File: config.mk
export PLATFORM = sky130hd
export DESIGN_NAME = root_bcd_converter_flat
export DESIGN_NICKNAME = d
export VERILOG_FILES = /design/src/rtl/root_bcd_converter_pkg.sv /design/src/rtl/root_bcd_converter_if.sv /design/src/rtl/root_bcd_converter_dabble.sv /design/src/rtl/root_bcd_converter.sv /design/src/flat_wrapper.sv
export SDC_FILE = /design/constraint.sdc
export NUM_CORES = 1
export LEC_CHECK = 0
export ABC_AREA = 0
export CAP_MARGIN = 15
export CELL_PAD_IN_SITES_DETAIL_PLACEMENT = 1
export CELL_PAD_IN_SITES_GLOBAL_PLACEMENT = 1
export CORE_ASPECT_RATIO = 1.25
export CORE_MARGIN = 5
export CORE_UTILIZATION = 42
export DETAILED_ROUTE_END_ITERATION = 16
export GPL_TIMING_DRIVEN = 0
export PLACE_DENSITY_LB_ADDON = 0.15
export SETUP_SLACK_MARGIN = 0.2
export SYNTH_ARGS = -nofsm -noshare
export SYNTH_HDL_FRONTEND = slang
export SYNTH_SLANG_ARGS = --single-unit
File: constraint.sdc
create_clock -name clk -period 2.2 [get_ports clk]
set_clock_uncertainty 0.15 [all_clocks]
set_input_delay 0.44 -clock clk [delete_from_list [all_inputs] [get_ports clk]]
set_output_delay 0.44 -clock clk [all_outputs]
set_load 0.05 [all_outputs]
File: src/rtl/root_bcd_converter_pkg.sv
// -----------------------------------------------------------------------------
// bcd_pkg
// Shared definitions for the binary-to-BCD converter that sits between the
// square-root core and the seven-segment drivers.
//   state_t    : converter FSM states (IDLE, CONV, DONE)
//   min_digits : number of decimal digits needed to show 2^width - 1
// -----------------------------------------------------------------------------
package bcd_pkg;

    typedef enum logic [1:0] {
        IDLE = 2'd0,  // no valid data, outputs forced to zero
        CONV = 2'd1,  // double-dabble iterations in progress
        DONE = 2'd2   // result published and held
    } state_t;

    // Decimal digit count of the largest unsigned value of the given width.
    function automatic int min_digits(input int width);
        longint max_val;
        int     digits;
        max_val = (longint'(1) << width) - longint'(1);
        digits  = 1;
        while (max_val >= 10) begin
            max_val = max_val / 10;
            digits  = digits + 1;
        end
        return digits;
    endfunction

endpackage

File: src/rtl/root_bcd_converter_if.sv
// -----------------------------------------------------------------------------
// root_bcd_converter_if
// Bundle between the sqrt core (master) and the BCD converter (slave).
//   bin_in    : binary root value                      (master -> slave)
//   bin_valid : level, high while bin_in is valid       (master -> slave)
//   bcd_out   : packed BCD, units digit in [3:0]        (slave -> master)
//   bcd_valid : bcd_out holds the conversion of bin_in  (slave -> master)
//   busy      : conversion in progress                  (slave -> master)
// -----------------------------------------------------------------------------
interface root_bcd_converter_if #(
    parameter int WIDTH  = 8,
    parameter int DIGITS = 3
);
    logic [WIDTH-1:0]    bin_in;
    logic                bin_valid;
    logic [4*DIGITS-1:0] bcd_out;
    logic                bcd_valid;
    logic                busy;

    modport master (
        output bin_in, bin_valid,
        input  bcd_out, bcd_valid, busy
    );

    modport slave (
        input  bin_in, bin_valid,
        output bcd_out, bcd_valid, busy
    );
endinterface

File: src/rtl/root_bcd_converter_dabble.sv
// -----------------------------------------------------------------------------
// dabble_digit
// Combinational double-dabble correction cell: a BCD digit of 5 or more gets
// +3 so that the following left shift carries correctly into the next digit.
//   i_digit : BCD digit before correction
//   o_digit : corrected digit (4-bit add, no carry out; inputs never exceed 9)
// -----------------------------------------------------------------------------
module dabble_digit (
    input  logic [3:0] i_digit,
    output logic [3:0] o_digit
);
    assign o_digit = (i_digit >= 4'd5) ? (i_digit + 4'd3) : i_digit;
endmodule

File: src/rtl/root_bcd_converter.sv
// -----------------------------------------------------------------------------
// root_bcd_converter
// Sequential binary-to-BCD converter (shift-and-add-3, one bit per clock).
// Converts the sqrt root into packed decimal digits for HEX2/HEX1/HEX0 and
// forces the output to zero whenever the root is not valid.
//   clk   : rising-edge clock
//   reset : synchronous, active-high, priority over everything else
//   bus   : slave side of root_bcd_converter_if (bin_in/bin_valid in,
//           bcd_out/bcd_valid/busy out, all outputs registered)
// -----------------------------------------------------------------------------
module root_bcd_converter
    import bcd_pkg::*;
#(
    parameter int WIDTH  = 8,
    parameter int DIGITS = 3
) (
    input  logic                  clk,
    input  logic                  reset,
    root_bcd_converter_if.slave   bus
);

    localparam int BCD_W = 4 * DIGITS;
    localparam int SH_W  = BCD_W + WIDTH;
    localparam int CNT_W = $clog2(WIDTH + 1);
    localparam logic [CNT_W-1:0] LAST_CNT = CNT_W'(WIDTH - 1);

    if (DIGITS < min_digits(WIDTH)) begin : g_digits_check
        $error("root_bcd_converter: DIGITS too small to hold 2^WIDTH-1");
    end

    state_t            r_state;
    logic [WIDTH-1:0]  r_cap;
    logic [SH_W-1:0]   r_shreg;
    logic [CNT_W-1:0]  r_cnt;
    logic              r_prev_valid;
    logic [BCD_W-1:0]  r_bcd_out;
    logic              r_bcd_valid;
    logic              r_busy;

    logic [SH_W-1:0]   w_adj;
    logic [SH_W-1:0]   w_shifted;
    logic              w_start;

    // Digit fields sit above the binary field; only they get corrected.
    for (genvar d = 0; d < DIGITS; d++) begin : g_dabble
        dabble_digit u_digit (
            .i_digit (r_shreg[WIDTH+4*d +: 4]),
            .o_digit (w_adj[WIDTH+4*d +: 4])
        );
    end
    assign w_adj[WIDTH-1:0] = r_shreg[WIDTH-1:0];

    // The MSB shifted out is always zero given the DIGITS constraint.
    assign w_shifted = w_adj << 1;

    // A fresh rise of valid, or a new root while valid stays high.
    assign w_start = bus.bin_valid && (!r_prev_valid || (bus.bin_in != r_cap));

    // NOTE: all state is updated with non-blocking assignments so every
    // register samples the pre-edge values, independent of statement order.
    always_ff @(posedge clk) begin
        if (reset) begin
            r_state      <= IDLE;
            r_cap        <= '0;
            r_shreg      <= '0;
            r_cnt        <= '0;
            r_prev_valid <= 1'b0;
            r_bcd_out    <= '0;
            r_bcd_valid  <= 1'b0;
            r_busy       <= 1'b0;
        end else begin
            r_prev_valid <= bus.bin_valid;
            if (!bus.bin_valid) begin
                // Abort from any state; a partial result is never published.
                r_state     <= IDLE;
                r_bcd_out   <= '0;
                r_bcd_valid <= 1'b0;
                r_busy      <= 1'b0;
            end else begin
                case (r_state)
                    IDLE, DONE: begin
                        if (w_start) begin
                            r_cap       <= bus.bin_in;
                            r_shreg     <= {{BCD_W{1'b0}}, bus.bin_in};
                            r_cnt       <= '0;
                            r_bcd_valid <= 1'b0;
                            r_busy      <= 1'b1;
                            r_state     <= CONV;
                        end
                    end
                    CONV: begin
                        r_shreg <= w_shifted;
                        r_cnt   <= r_cnt + 1'b1;
                        if (r_cnt == LAST_CNT) begin
                            r_bcd_out   <= w_shifted[SH_W-1 -: BCD_W];
                            r_bcd_valid <= 1'b1;
                            r_busy      <= 1'b0;
                            r_state     <= DONE;
                        end
                    end
                    default: begin
                        r_state <= IDLE;
                        r_busy  <= 1'b0;
                    end
                endcase
            end
        end
    end

    assign bus.bcd_out   = r_bcd_out;
    assign bus.bcd_valid = r_bcd_valid;
    assign bus.busy      = r_busy;

endmodule

File: src/flat_wrapper.sv
// flat-port wrapper written by rule: the top's interface ports become plain ports
module root_bcd_converter_flat import bcd_pkg::*;
#(
    parameter int WIDTH  = 8,
    parameter int DIGITS = 3
)
  (clk, reset, bus_bin_in, bus_bin_valid, bus_bcd_out, bus_bcd_valid, bus_busy);
  root_bcd_converter_if #(.WIDTH(WIDTH), .DIGITS(DIGITS)) bus_i ();
  input  logic clk;
  input  logic reset;
  input wire logic [$bits(bus_i.bin_in)-1:0] bus_bin_in;
  input wire logic [$bits(bus_i.bin_valid)-1:0] bus_bin_valid;
  output wire logic [$bits(bus_i.bcd_out)-1:0] bus_bcd_out;
  output wire logic [$bits(bus_i.bcd_valid)-1:0] bus_bcd_valid;
  output wire logic [$bits(bus_i.busy)-1:0] bus_busy;
  assign bus_i.bin_in = bus_bin_in;
  assign bus_i.bin_valid = bus_bin_valid;
  assign bus_bcd_out = bus_i.bcd_out;
  assign bus_bcd_valid = bus_i.bcd_valid;
  assign bus_busy = bus_i.busy;
  root_bcd_converter #(.WIDTH(WIDTH), .DIGITS(DIGITS)) u_core (.clk(clk), .reset(reset), .bus(bus_i));
endmodule
==> key figures, run 1 <==
Timing
  • Final period utilization: 90.0%
  • Pins Over Slew Limit: 0
  • Post-layout worst setup margin: 0.221 ns
  • Slew HR: 62.2%
  • Final setup fails: 0
  • Fin Setup TNS: 0 ns
  • Max Freq: 505 MHz
  • Final hold vios: 0
  • Slew @ Worst Pin: 0.565 ns
  • Fin crit period: 1.98 ns
  • Setup repair after global routing missed its margin: true

GRT
  • GRT Total Usage: 19.7%
  • Met1 Resource Use GR: 21.7%
  • GR Util met2: 38.1%
  • First-pass GRT wire length: 11.4 mm
  • Most Crowded Layer GR: met2
  • Routing usage on met3: 3.36%
  • Overflow after GRT: 0
  • Vias in the first global route: 2,294
  • Pin count of the biggest net entering global routing: 17
  • Initial antenna violation count: 0

Placement
  • # port buffers: 24
  • Post-Place Setup Slack: -0.480 ns
  • HPWL Detailed: 4.71 mm
  • Dpl cells: 374
  • Gpl congestion: 0.805

Clocking
  • H-tree depth: 2
  • CTS buffer count: 5
  • CTS tree: built
  • CTS Root Buffer Type: clkbuf_8
  • Hold Buf Count CTS: 0
  • Clock latency at the later pin of the worst-skew pair: 0.31 ns
  • Clock Tree Buf Depth: 2
  • Clock transition at path regs: 0.10 ns
  • Clock Sink Count: 49

Run
  • Max Cap Viol: 0

Synthesis
  • Synth cell types: 38
  • Top cells by area, synth: dfxtp_1, a21oi_1, nand2_1
  • Largest area contributor in the netlist: dfxtp_1
  • Post-Synthesis Cells: 286
  • Synth top area share: 41.5%
  • Avg Cell Area, Syn: 8.27 sq um
  • #FFs+latches synth: 49
  • Seq/Total Area, Yosys: 41.5%
  • Cell area after technology mapping: 2370 sq um
  • Ys Warns: 0
  • Post-synthesis net count: 304

Detailed routing
  • Via count: 2,180
  • Vias per cell: 5.59
  • Drt total wl: 6.80 mm
  • Drt pass-1 iters: 4
  • DRC Markers: 0
  • Antenna-violating nets left: 0
  • Drt first-iter violations: 80
  • WL/cell: 17.4 microns

Layout
  • Final non-filler cell total: 390
  • N_diodes: 0
  • Layout area overhead: 27.1%
  • Layout Nets: 343
  • Layout cell share with drive strength beyond 1: 14.7%
  • Fillers: 675

Setup path
  • Worst Path Arrival: 2.08 ns
  • Critical setup path kind: primary input to flip-flop
  • Worst setup SP type: primary input
  • Worst-path fanout max: 5
  • Critical Path RT: 2.30 ns
  • Endpoint type of the worst setup path: flip-flop

Floorplanning
  • Die Width: 77.1 microns
  • Initial Util: 43.5%
  • Row cnt: 30
  • Die height: 93.9 microns
  • Total die area: 7240 sq um
  • Core area: 5440 sq um
  • # IOs: 25

Status
  • Status: completed

Pwr
  • Pleak: 1.24 nW
  • P per Cell Area: 650 nW/um^2
  • Peak supply drop: 0.000319 V

Min path
  • Worst Hold Class: primary input to flip-flop
## placed cells by master (no fill, tap or decap), drive strengths merged, types with 8 or more instances in the layout
cell / instances
buf: 13
inv: 13
nand2: 37
xnor2: 10
dlygate4sd2: 18
clkbuf: 18
mux2i: 12
or3: 8
dfxtp: 49
o21ai: 25
a21oi: 30
nor2: 35
## stage by stage
stage	total power [mW]	hold WS (ns)	util (%)	cell area [sq um]
3_5_place_dp	1.14	0.303	49.4	2690
5_1_grt	2.05	0.308	55.2	3010
6_report	1.96	0.282	55.2	3010
2_1_floorplan	1.07	0.286	-	2370
3_3_place_gp	1.13	0.294	49.4	2690
4_1_cts	1.97	0.315	54.7	2980
## report_power, final
group | total, mW | internal [mW] | switching (mW)
sequential | 0.935 | 0.913 | 0.0221
clock | 0.783 | 0.458 | 0.325
combinational | 0.237 | 0.106 | 0.130
total | 1.96 | 1.48 | 0.478
## worst paths after layout
check,from,endpoint,slack (ns),depth (start not counted)
setup / recovery,bus_bin_in[0],u_core.r_shreg[6]$_SDFFE_PP0P_,0.22,8
hold / removal,bus_bin_in[5],u_core.r_cap[5]$_SDFFE_PP0P_,0.28,3
setup reg to reg,u_core.r_cap[7]$_SDFFE_PP0P_,u_core.r_shreg[6]$_SDFFE_PP0P_,0.27,7
hold reg to reg,u_core.bus.bcd_out[6]$_SDFFE_PP0P_,u_core.bus.bcd_out[6]$_SDFFE_PP0P_,0.31,2
## flip-flops by register name, indices dropped and copies added (netlist names)
name / flops
u_core.r_cap: 8
u_core.bus.bcd_out: 12
u_core.bus.bcd_valid: 1
u_core.r_state: 2
u_core.r_shreg: 20
u_core.bus.busy: 1
u_core.r_prev_valid: 1
u_core.r_cnt: 4
## Yosys cell counts
cell type and instances:
o31ai_1 3, o41a_1 1, nand3_2 1, inv_2 1
nand3_1 1, nor2b_1 1, o21ai_1 3, clkbuf_1 11
buf_2 1, nand3b_1 1, inv_1 11, a211oi_1 3
buf_4 1, nor2_1 35, nand2_1 37, or3_1 8
o211a_1 1, buf_6 2, a311oi_2 1, nor3_1 3
a21oi_1 30, ha_1 7, or2_2 1, a22o_1 7
a311oi_1 3, dfxtp_1 49, xnor2_1 10, nand4_1 1
o2111ai_2 1, and3b_1 1, o21ai_0 22, nor4_2 1
a31oi_1 5, o311ai_4 1, nor4_1 1, nand2b_1 7
mux2i_1 12, buf_1 1
## layer usage
layer  vias to the layer above  wire length [microns]
met5                         -                      0
met4                         0                     75
met3                         6                    209
met2                        30                   3740
met1                      1074                   2780
li1                       1070                      -
## worst max-delay path, stage by stage
cell	delay [ns]
clkdlybuf4s15_2	0.24
xnor2_4	0.21
o2111ai_4	0.18
buf_6	0.17
o41a_1	0.38
buf_6	0.17
a21oi_2	0.14
a22o_1	0.15
## layout make-up
type                            instances  area [sq um]  share of cell area, %
Inverter                               12          45.0                   1.50
Clock buffer                            5          68.8                   2.29
Buffer                                 16          90.1                   3.00
Clock inverter                          3          68.8                   2.29
Timing Repair Buffer                   32           297                   9.86
Multi-Input combinational cell        209          1380                   45.7
Tap cell                               64          80.1                   2.66
Sequential cell                        49           982                   32.7
## cell families after synthesis
logic type      after synthesis  share of synthesized area (%)
simple gates                 99                           18.9
compound gates               81                           21.8
flops                        49                           41.5
buf+inv                      28                           5.29
mux                          12                           5.08
xor+xnor                     10                           3.70
fa+ha+maj                     7                           3.70
## repair_timing
action	4_1_cts	5_1_grt
endpoints found under the setup margin	60	42
buffers inserted	6	1
gates cloned	1	0
resized for setup	47	17
pin swaps	8	7
Power figures use the tool's default switching activity.
==> run 2, diff against run 1 <==
- CORE_MARGIN: 5 -> not set
- CTS_CLUSTER_DIAMETER: not set -> 60
- SYNTH_HIERARCHICAL: not set -> 1
==> run 2 against run 1 <==
- count of clock-buffer cells in the layout did not move
- register-to-register slack worse by 0.05 ns
- largest cell class unchanged
- sequential cell count did not move
- via count fell by 1.2%
- clock power fell by 29%
- critical path type is now flip-flop to flip-flop
- final cell count grew 1.0%
- largest power group unchanged
- global-route usage grew 2.1 points
==> key figures, run 2 <==
Setup path
  • Worst r2r path cells: 5 (was 7)
  • Worst Path Arrival: 2.09 ns (was 2.08 ns)
  • Worst-path fanout max: 4 (was 5)
  • R2r setup slk: 0.22 ns (was 0.27 ns)
  • FF-to-FF Start: u_core/r_cap[7]$_SDFFE_PP0P_ (was u_core.r_cap[7]$_SDFFE_PP0P_)
  • Critical Path RT: 2.31 ns (was 2.30 ns)
  • Worst stage delay on the critical path: 0.61 ns (was 0.38 ns)
  • Endpoint type of the worst setup path: flip-flop (unchanged)
  • Reg2reg end: u_core/bus.bcd_valid$_SDFFE_PP0P_ (was u_core.r_shreg[6]$_SDFFE_PP0P_)
  • Critical setup path kind: flip-flop to flip-flop (was primary input to flip-flop)
  • Crit path cell chain: xor2_1 -> or4b_4 -> buf_4 -> o31ai_2 -> a31o_2 (was clkdlybuf4s15_2 -> xnor2_4 -> o2111ai_4 -> buf_6 -> o41a_1 -> buf_6 -> a21oi_2 -> a22o_1)
  • Worst setup SP type: flip-flop (was primary input)
  • Slowest cell on crit path: or4b_4 (was o41a_1)

Detailed routing
  • WL met2: 3.39 mm (was 3.74 mm)
  • Via count: 2,154 (was 2,180)
  • Top Metal Used: met4 (unchanged)
  • WL/cell: 16.6 microns (was 17.4 microns)
  • Drt first-iter violations: 82 (was 80)
  • Antenna-violating nets left: 0 (unchanged)
  • Wl on met1: 2.83 mm (was 2.78 mm)
  • Drt pass-1 iters: 4 (unchanged)
  • Met3 WL: 180 microns (was 209 microns)
  • Drt total wl: 6.54 mm (was 6.80 mm)
  • DRC Markers: 0 (unchanged)
  • Vias per cell: 5.47 (was 5.59)

Timing
  • Pins Over Slew Limit: 0 (unchanged)
  • Max Freq: 506 MHz (was 505 MHz)
  • Post-layout worst setup margin: 0.225 ns (was 0.221 ns)
  • Setup repair after global routing missed its margin: true (unchanged)
  • Slew HR: 63.0% (was 62.2%)
  • Final setup fails: 0 (unchanged)
  • Final period utilization: 89.8% (was 90.0%)
  • Slew @ Worst Pin: 0.555 ns (was 0.565 ns)
  • Final hold vios: 0 (unchanged)
  • Fin crit period: 1.98 ns (about the same)

Placement
  • Post-Place Setup Slack: -0.617 ns (was -0.480 ns)
  • HPWL Detailed: 4.56 mm (was 4.71 mm)
  • Dpl cells: 381 (was 374)
  • # port buffers: 23 (was 24)
  • Placed cell area: 2720 sq um (was 2690 sq um)
  • Gpl congestion: 0.836 (was 0.805)

Layout
  • Fillers: 689 (was 675)
  • Leading cell types in the layout, fill and taps excluded: nand2_1, dfxtp_1, mux2i_1 (was dfxtp_1, nand2_1, nor2_1)
  • Largest Register: u_core/r_shreg (was u_core.r_shreg)
  • N_diodes: 0 (unchanged)
  • Multi-input combinational cell area: 1390 sq um (was 1380 sq um)
  • Layout cell share with drive strength beyond 1: 12.7% (was 14.7%)
  • FF/Latch Area: 983 sq um (was 982 sq um)
  • Layout area overhead: 23.5% (was 27.1%)
  • Layout Nets: 347 (was 343)
  • Core Util, Final: 54.3% (was 55.2%)
  • Final non-filler cell total: 394 (was 390)
  • Final std cell area, no fill: 2980 sq um (was 3010 sq um)
  • Most common cell after layout, fill and taps aside: nand2_1 (was dfxtp_1)
  • Max reg flops: 20 (unchanged)

Clocking
  • Clock transition at path regs: 0.10 ns (about the same)
  • CTS Root Buffer Type: clkbuf_8 (unchanged)
  • Clock Sink Count: 49 (unchanged)
  • H-tree depth: 2 (unchanged)
  • CTS buffer count: 5 (unchanged)
  • Clock latency at the later pin of the worst-skew pair: 0.31 ns (about the same)
  • CTS tree: built (unchanged)
  • Clock Tree Buf Depth: 2 (unchanged)

Min path
  • Hold Path Origin: bus_bin_in[6] (was bus_bin_in[5])
  • Worst Hold Class: primary input to flip-flop (unchanged)
  • Hold depth: 3 (unchanged)
  • Worst Hold Endpoint: u_core/r_cap[6]$_SDFFE_PP0P_ (was u_core.r_cap[5]$_SDFFE_PP0P_)

GRT
  • GRT Total Usage: 21.8% (was 19.7%)
  • First-pass GRT wire length: 10.4 mm (was 11.4 mm)
  • Initial antenna violation count: 0 (unchanged)
  • Vias in the first global route: 2,172 (was 2,294)
  • Pin count of the biggest net entering global routing: 17 (unchanged)
  • Overflow after GRT: 0 (unchanged)

Pwr
  • Total power: 1.71 mW (was 1.96 mW)
  • Peak supply drop: 0.000320 V (was 0.000319 V)
  • Pleak: 1.26 nW (was 1.24 nW)
  • P per Cell Area: 576 nW/um^2 (was 650 nW/um^2)

Status
  • Status: completed (unchanged)

Synthesis
  • Ys Warns: 6 (was 0)
  • Post-Synthesis Cells: 294 (was 286)
  • Avg Cell Area, Syn: 8.20 sq um (was 8.27 sq um)
  • Post-synthesis net count: 312 (was 304)
  • Cell area after technology mapping: 2410 sq um (was 2370 sq um)

Run
  • Max Cap Viol: 0 (unchanged)

Floorplanning
  • Die Width: 69.8 microns (was 77.1 microns)
  • Die height: 86.7 microns (was 93.9 microns)
  • Initial Util: 44.0% (was 43.5%)
  • Row cnt: 30 (unchanged)
  • # IOs: 25 (unchanged)
  • Total die area: 6050 sq um (was 7240 sq um)
  • Core area: 5480 sq um (was 5440 sq um)
[run 2: metrics by stage]
step                hold WS [ns]  setup TNS (ns)
finish                     0.283               0
detailed placement         0.301          -17.37
global placement           0.294          -16.71
floorplan                  0.285               0
global route               0.285               0
CTS                        0.274               0
[run 2: final cells by class]
type,count,share of cell area (%)
Multi-Input combinational cell,218,46.7
Sequential cell,49,33.1
Timing Repair Buffer,28,9.63
Buffer,17,3.57
Tap cell,64,2.69
Clock buffer,5,2.31
Inverter,10,1.26
Clock inverter,3,0.757
[run 2: timing repair]
item,CTS,global route
gates cloned,0,2
setup endpoints to repair,49,39
resized for setup,36,22
pin swaps,4,3
setup buffers,1,2
hold buffers,0,0
[run 2: metal layers]
layer	track usage, %	vias to the layer above
li1	-	1066
met1	25.1	1047
met2	41.0	30
met3	2.79	11
met4	8.36	0
met5	0	-
[run 2: worst max path at each step]
stage / startpoint / end / slack, ns / cells after the start
floorplan: bus_bin_in[7] / u_core/r_shreg[1]$_SDFFE_PP0P_ / 0.28 / 4
global placement: bus_bin_in[7] / u_core/r_shreg[6]$_SDFFE_PP0P_ / -0.58 / 6
detailed placement: bus_bin_in[7] / u_core/r_shreg[7]$_SDFFE_PP0P_ / -0.62 / 6
CTS: reset / u_core/bus.bcd_out[9]$_SDFFE_PP0P_ / 0.20 / 5
global route: u_core/r_cap[7]$_SDFFE_PP0P_ / u_core/bus.bcd_valid$_SDFFE_PP0P_ / 0.15 / 5
finish: u_core/r_cap[7]$_SDFFE_PP0P_ / u_core/bus.bcd_valid$_SDFFE_PP0P_ / 0.22 / 5
[run 2: critical path: cells and delay by family (launching register included)]
family / cells / cell delay (ns)
AND/OR/NAND/NOR: 1 / 0.61
AO/OA/AOI/OAI: 2 / 0.49
flip-flops: 1 / 0.34
XOR/XNOR: 1 / 0.20
buffers and inverters: 1 / 0.16
[run 2: power breakdown]
group	internal [mW]	leakage [nW]	total, mW	switching [mW]
clock network	0.226	0.0481	0.555	0.328
registers	0.912	0.400	0.931	0.0188
logic	0.0949	0.811	0.228	0.133
==> run 3, diff against run 2 <==
- CORE_UTILIZATION: 42 -> 40
==> run 3 against run 2 <==
- sequential share of layout area is 0.81 points higher
- largest cell class unchanged
- largest power group unchanged
- cell area fell by 2.5%
- via count is 1.3% lower
- non-clock buffer count down 2
- highest routed layer unchanged
==> key figures, run 3 (synthesis results as in run 2) <==
Layout
  • Layout cell share with drive strength beyond 1: 11.0% (was 12.7%)
  • Largest Register: u_core/r_shreg (unchanged)
  • N_diodes: 0 (unchanged)
  • Max reg flops: 20 (unchanged)
  • Layout Nets: 345 (was 347)
  • Fillers: 726 (was 689)
  • Layout area overhead: 20.4% (was 23.5%)
  • Leading cell types in the layout, fill and taps excluded: nand2_1, dfxtp_1, mux2i_1 (unchanged)
  • Most common cell after layout, fill and taps aside: nand2_1 (unchanged)
  • Multi-input combinational cell area: 1370 sq um (was 1390 sq um)
  • FF/Latch Area: 982 sq um (was 983 sq um)

Detailed routing
  • Drt total wl: 6.24 mm (was 6.54 mm)
  • Vias per cell: 5.41 (was 5.47)
  • Drt first-iter violations: 49 (was 82)
  • Via count: 2,125 (was 2,154)
  • WL/cell: 15.9 microns (was 16.6 microns)
  • Drt pass-1 iters: 4 (unchanged)
  • Antenna-violating nets left: 0 (unchanged)
  • DRC Markers: 0 (unchanged)

GRT
  • Pin count of the biggest net entering global routing: 14 (was 17)
  • Vias in the first global route: 2,185 (was 2,172)
  • Overflow after GRT: 0 (unchanged)
  • GRT Total Usage: 21.6% (was 21.8%)
  • First-pass GRT wire length: 10.5 mm (was 10.4 mm)
  • Initial antenna violation count: 0 (unchanged)

Clocking
  • Clock transition at path regs: 0.08 ns (was 0.10 ns)
  • Clock Sink Count: 49 (unchanged)
  • CTS buffer count: 5 (unchanged)
  • Clock latency at the later pin of the worst-skew pair: 0.31 ns (about the same)
  • H-tree depth: 2 (unchanged)
  • CTS Root Buffer Type: clkbuf_8 (unchanged)
  • Clock Tree Buf Depth: 2 (unchanged)
  • CTS tree: built (unchanged)

Floorplanning
  • # IOs: 25 (unchanged)
  • Total die area: 6340 sq um (was 6050 sq um)
  • Row cnt: 31 (was 30)
  • Core area: 5820 sq um (was 5480 sq um)
  • Initial Util: 41.4% (was 44.0%)
  • Die height: 88.8 microns (was 86.7 microns)
  • Die Width: 71.4 microns (was 69.8 microns)

Setup path
  • Worst r2r path cells: 5 (unchanged)
  • R2r setup slk: 0.24 ns (was 0.22 ns)
  • Reg2reg end: u_core/r_shreg[6]$_SDFFE_PP0P_ (was u_core/bus.bcd_valid$_SDFFE_PP0P_)
  • Critical setup path kind: flip-flop to flip-flop (unchanged)
  • FF-to-FF Start: u_core/r_cap[7]$_SDFFE_PP0P_ (unchanged)
  • Critical Path RT: 2.24 ns (was 2.31 ns)
  • Endpoint type of the worst setup path: flip-flop (unchanged)
  • Worst Path Arrival: 2.00 ns (was 2.09 ns)
  • Worst setup SP type: flip-flop (unchanged)
  • Worst-path fanout max: 10 (was 4)

Timing
  • Fin Setup TNS: 0 ns (unchanged)
  • Fin crit period: 1.96 ns (was 1.98 ns)
  • Pins Over Slew Limit: 0 (unchanged)
  • Final hold vios: 0 (unchanged)
  • Slew @ Worst Pin: 0.531 ns (was 0.555 ns)
  • Max Freq: 510 MHz (was 506 MHz)
  • Setup repair after global routing missed its margin: true (unchanged)
  • Post-layout worst setup margin: 0.241 ns (was 0.225 ns)
  • Slew HR: 64.3% (was 63.0%)
  • WHS: 0.288 ns (was 0.283 ns)
  • Final period utilization: 89.1% (was 89.8%)
  • Final setup fails: 0 (unchanged)

Placement
  • # port buffers: 23 (unchanged)
  • Post-Place Setup Slack: -0.629 ns (was -0.617 ns)
  • HPWL Detailed: 4.53 mm (was 4.56 mm)
  • Gpl congestion: 0.784 (was 0.836)

Run
  • Max Cap Viol: 0 (unchanged)

Min path
  • Hold depth: 3 (unchanged)
  • Worst Hold Class: primary input to flip-flop (unchanged)
  • Hold Path Origin: bus_bin_in[6] (unchanged)
  • Worst Hold Endpoint: u_core/r_cap[6]$_SDFFE_PP0P_ (unchanged)

Pwr
  • Total power: 1.69 mW (was 1.71 mW)
  • P per Cell Area: 582 nW/um^2 (was 576 nW/um^2)
  • Peak supply drop: 0.000243 V (was 0.000320 V)
  • Pleak: 1.20 nW (was 1.26 nW)

Status
  • Status: completed (unchanged)
## run 3: cell types whose count changed in the layout (fill, tap and decap cells not counted), moves of 2 or more
cell / before / now
clkbuf_16: 2 / 0
dlymetal6s2s_1: 4 / 1
clkinv_4: 2 / 0
clkdlybuf4s50_1: 2 / 5
## run 3: where the power goes
group	internal (mW)	leakage, nW	switching [mW]
clock network	0.250	0.0443	0.298
registers	0.912	0.399	0.0180
logic	0.0871	0.759	0.124
total	1.25	1.20	0.440
## run 3: stage by stage
| stage | std cells | cell area [sq um] | utilization [%] |
|---|---|---|---|
| 3_5_place_dp | 383 | 2720 | 46.8 |
| 5_1_grt | 393 | 2900 | 49.8 |
| 6_report | 393 | 2900 | 49.8 |
| 4_1_cts | 391 | 2850 | 48.9 |
| 2_1_floorplan | 294 | 2410 | - |
| 3_3_place_gp | 383 | 2720 | 46.8 |
## run 3: final cells by class
type                    instances  area share (%)
clock buffers                   7            2.98
plain buffers                  17            3.75
multi-input cells             218            47.2
flip-flops and latches         49            33.9
repair buffers                 26            8.02
well taps                      66            2.85
inverters                      10            1.29
## run 3: timing repair
action | 4_1_cts | 5_1_grt
gates resized for setup | 40 | 13
pin swaps | 2 | 3
buffers inserted | 1 | 2
hold buffers | 0 | 0
setup endpoints to repair | 59 | 32
## run 3: routing by layer
metal / vias up / share of wire (%) / global-route usage (%)
li1: 1060 / - / -
met1: 1024 / 43 / 24.2
met2: 29 / 52 / 40.7
met3: 12 / 2.5 / 2.73
met4: 0 / 3.0 / 9.82
met5: - / 0 / 0
## run 3: how the worst max path moves through the flow
stage / start / end / slack [ns] / depth (start not counted)
final: u_core/r_cap[7]$_SDFFE_PP0P_ / u_core/r_shreg[6]$_SDFFE_PP0P_ / 0.24 / 5
after detailed placement: bus_bin_in[6] / u_core/r_shreg[6]$_SDFFE_PP0P_ / -0.63 / 6
after global routing: u_core/r_cap[7]$_SDFFE_PP0P_ / u_core/r_cnt[3]$_SDFFE_PP0P_ / 0.19 / 5
after floorplan: bus_bin_in[7] / u_core/r_shreg[1]$_SDFFE_PP0P_ / 0.28 / 4
after global placement: bus_bin_in[6] / u_core/r_shreg[6]$_SDFFE_PP0P_ / -0.59 / 6
after CTS: u_core/r_cap[6]$_SDFFE_PP0P_ / u_core/r_shreg[6]$_SDFFE_PP0P_ / 0.19 / 5
## run 3: worst max-delay path: stages (launching register included)
cell,delay [ns]
dfxtp_1,0.33
xor2_1,0.18
nor4_2,0.54
a31oi_4,0.21
buf_8,0.20
o221a_1,0.24
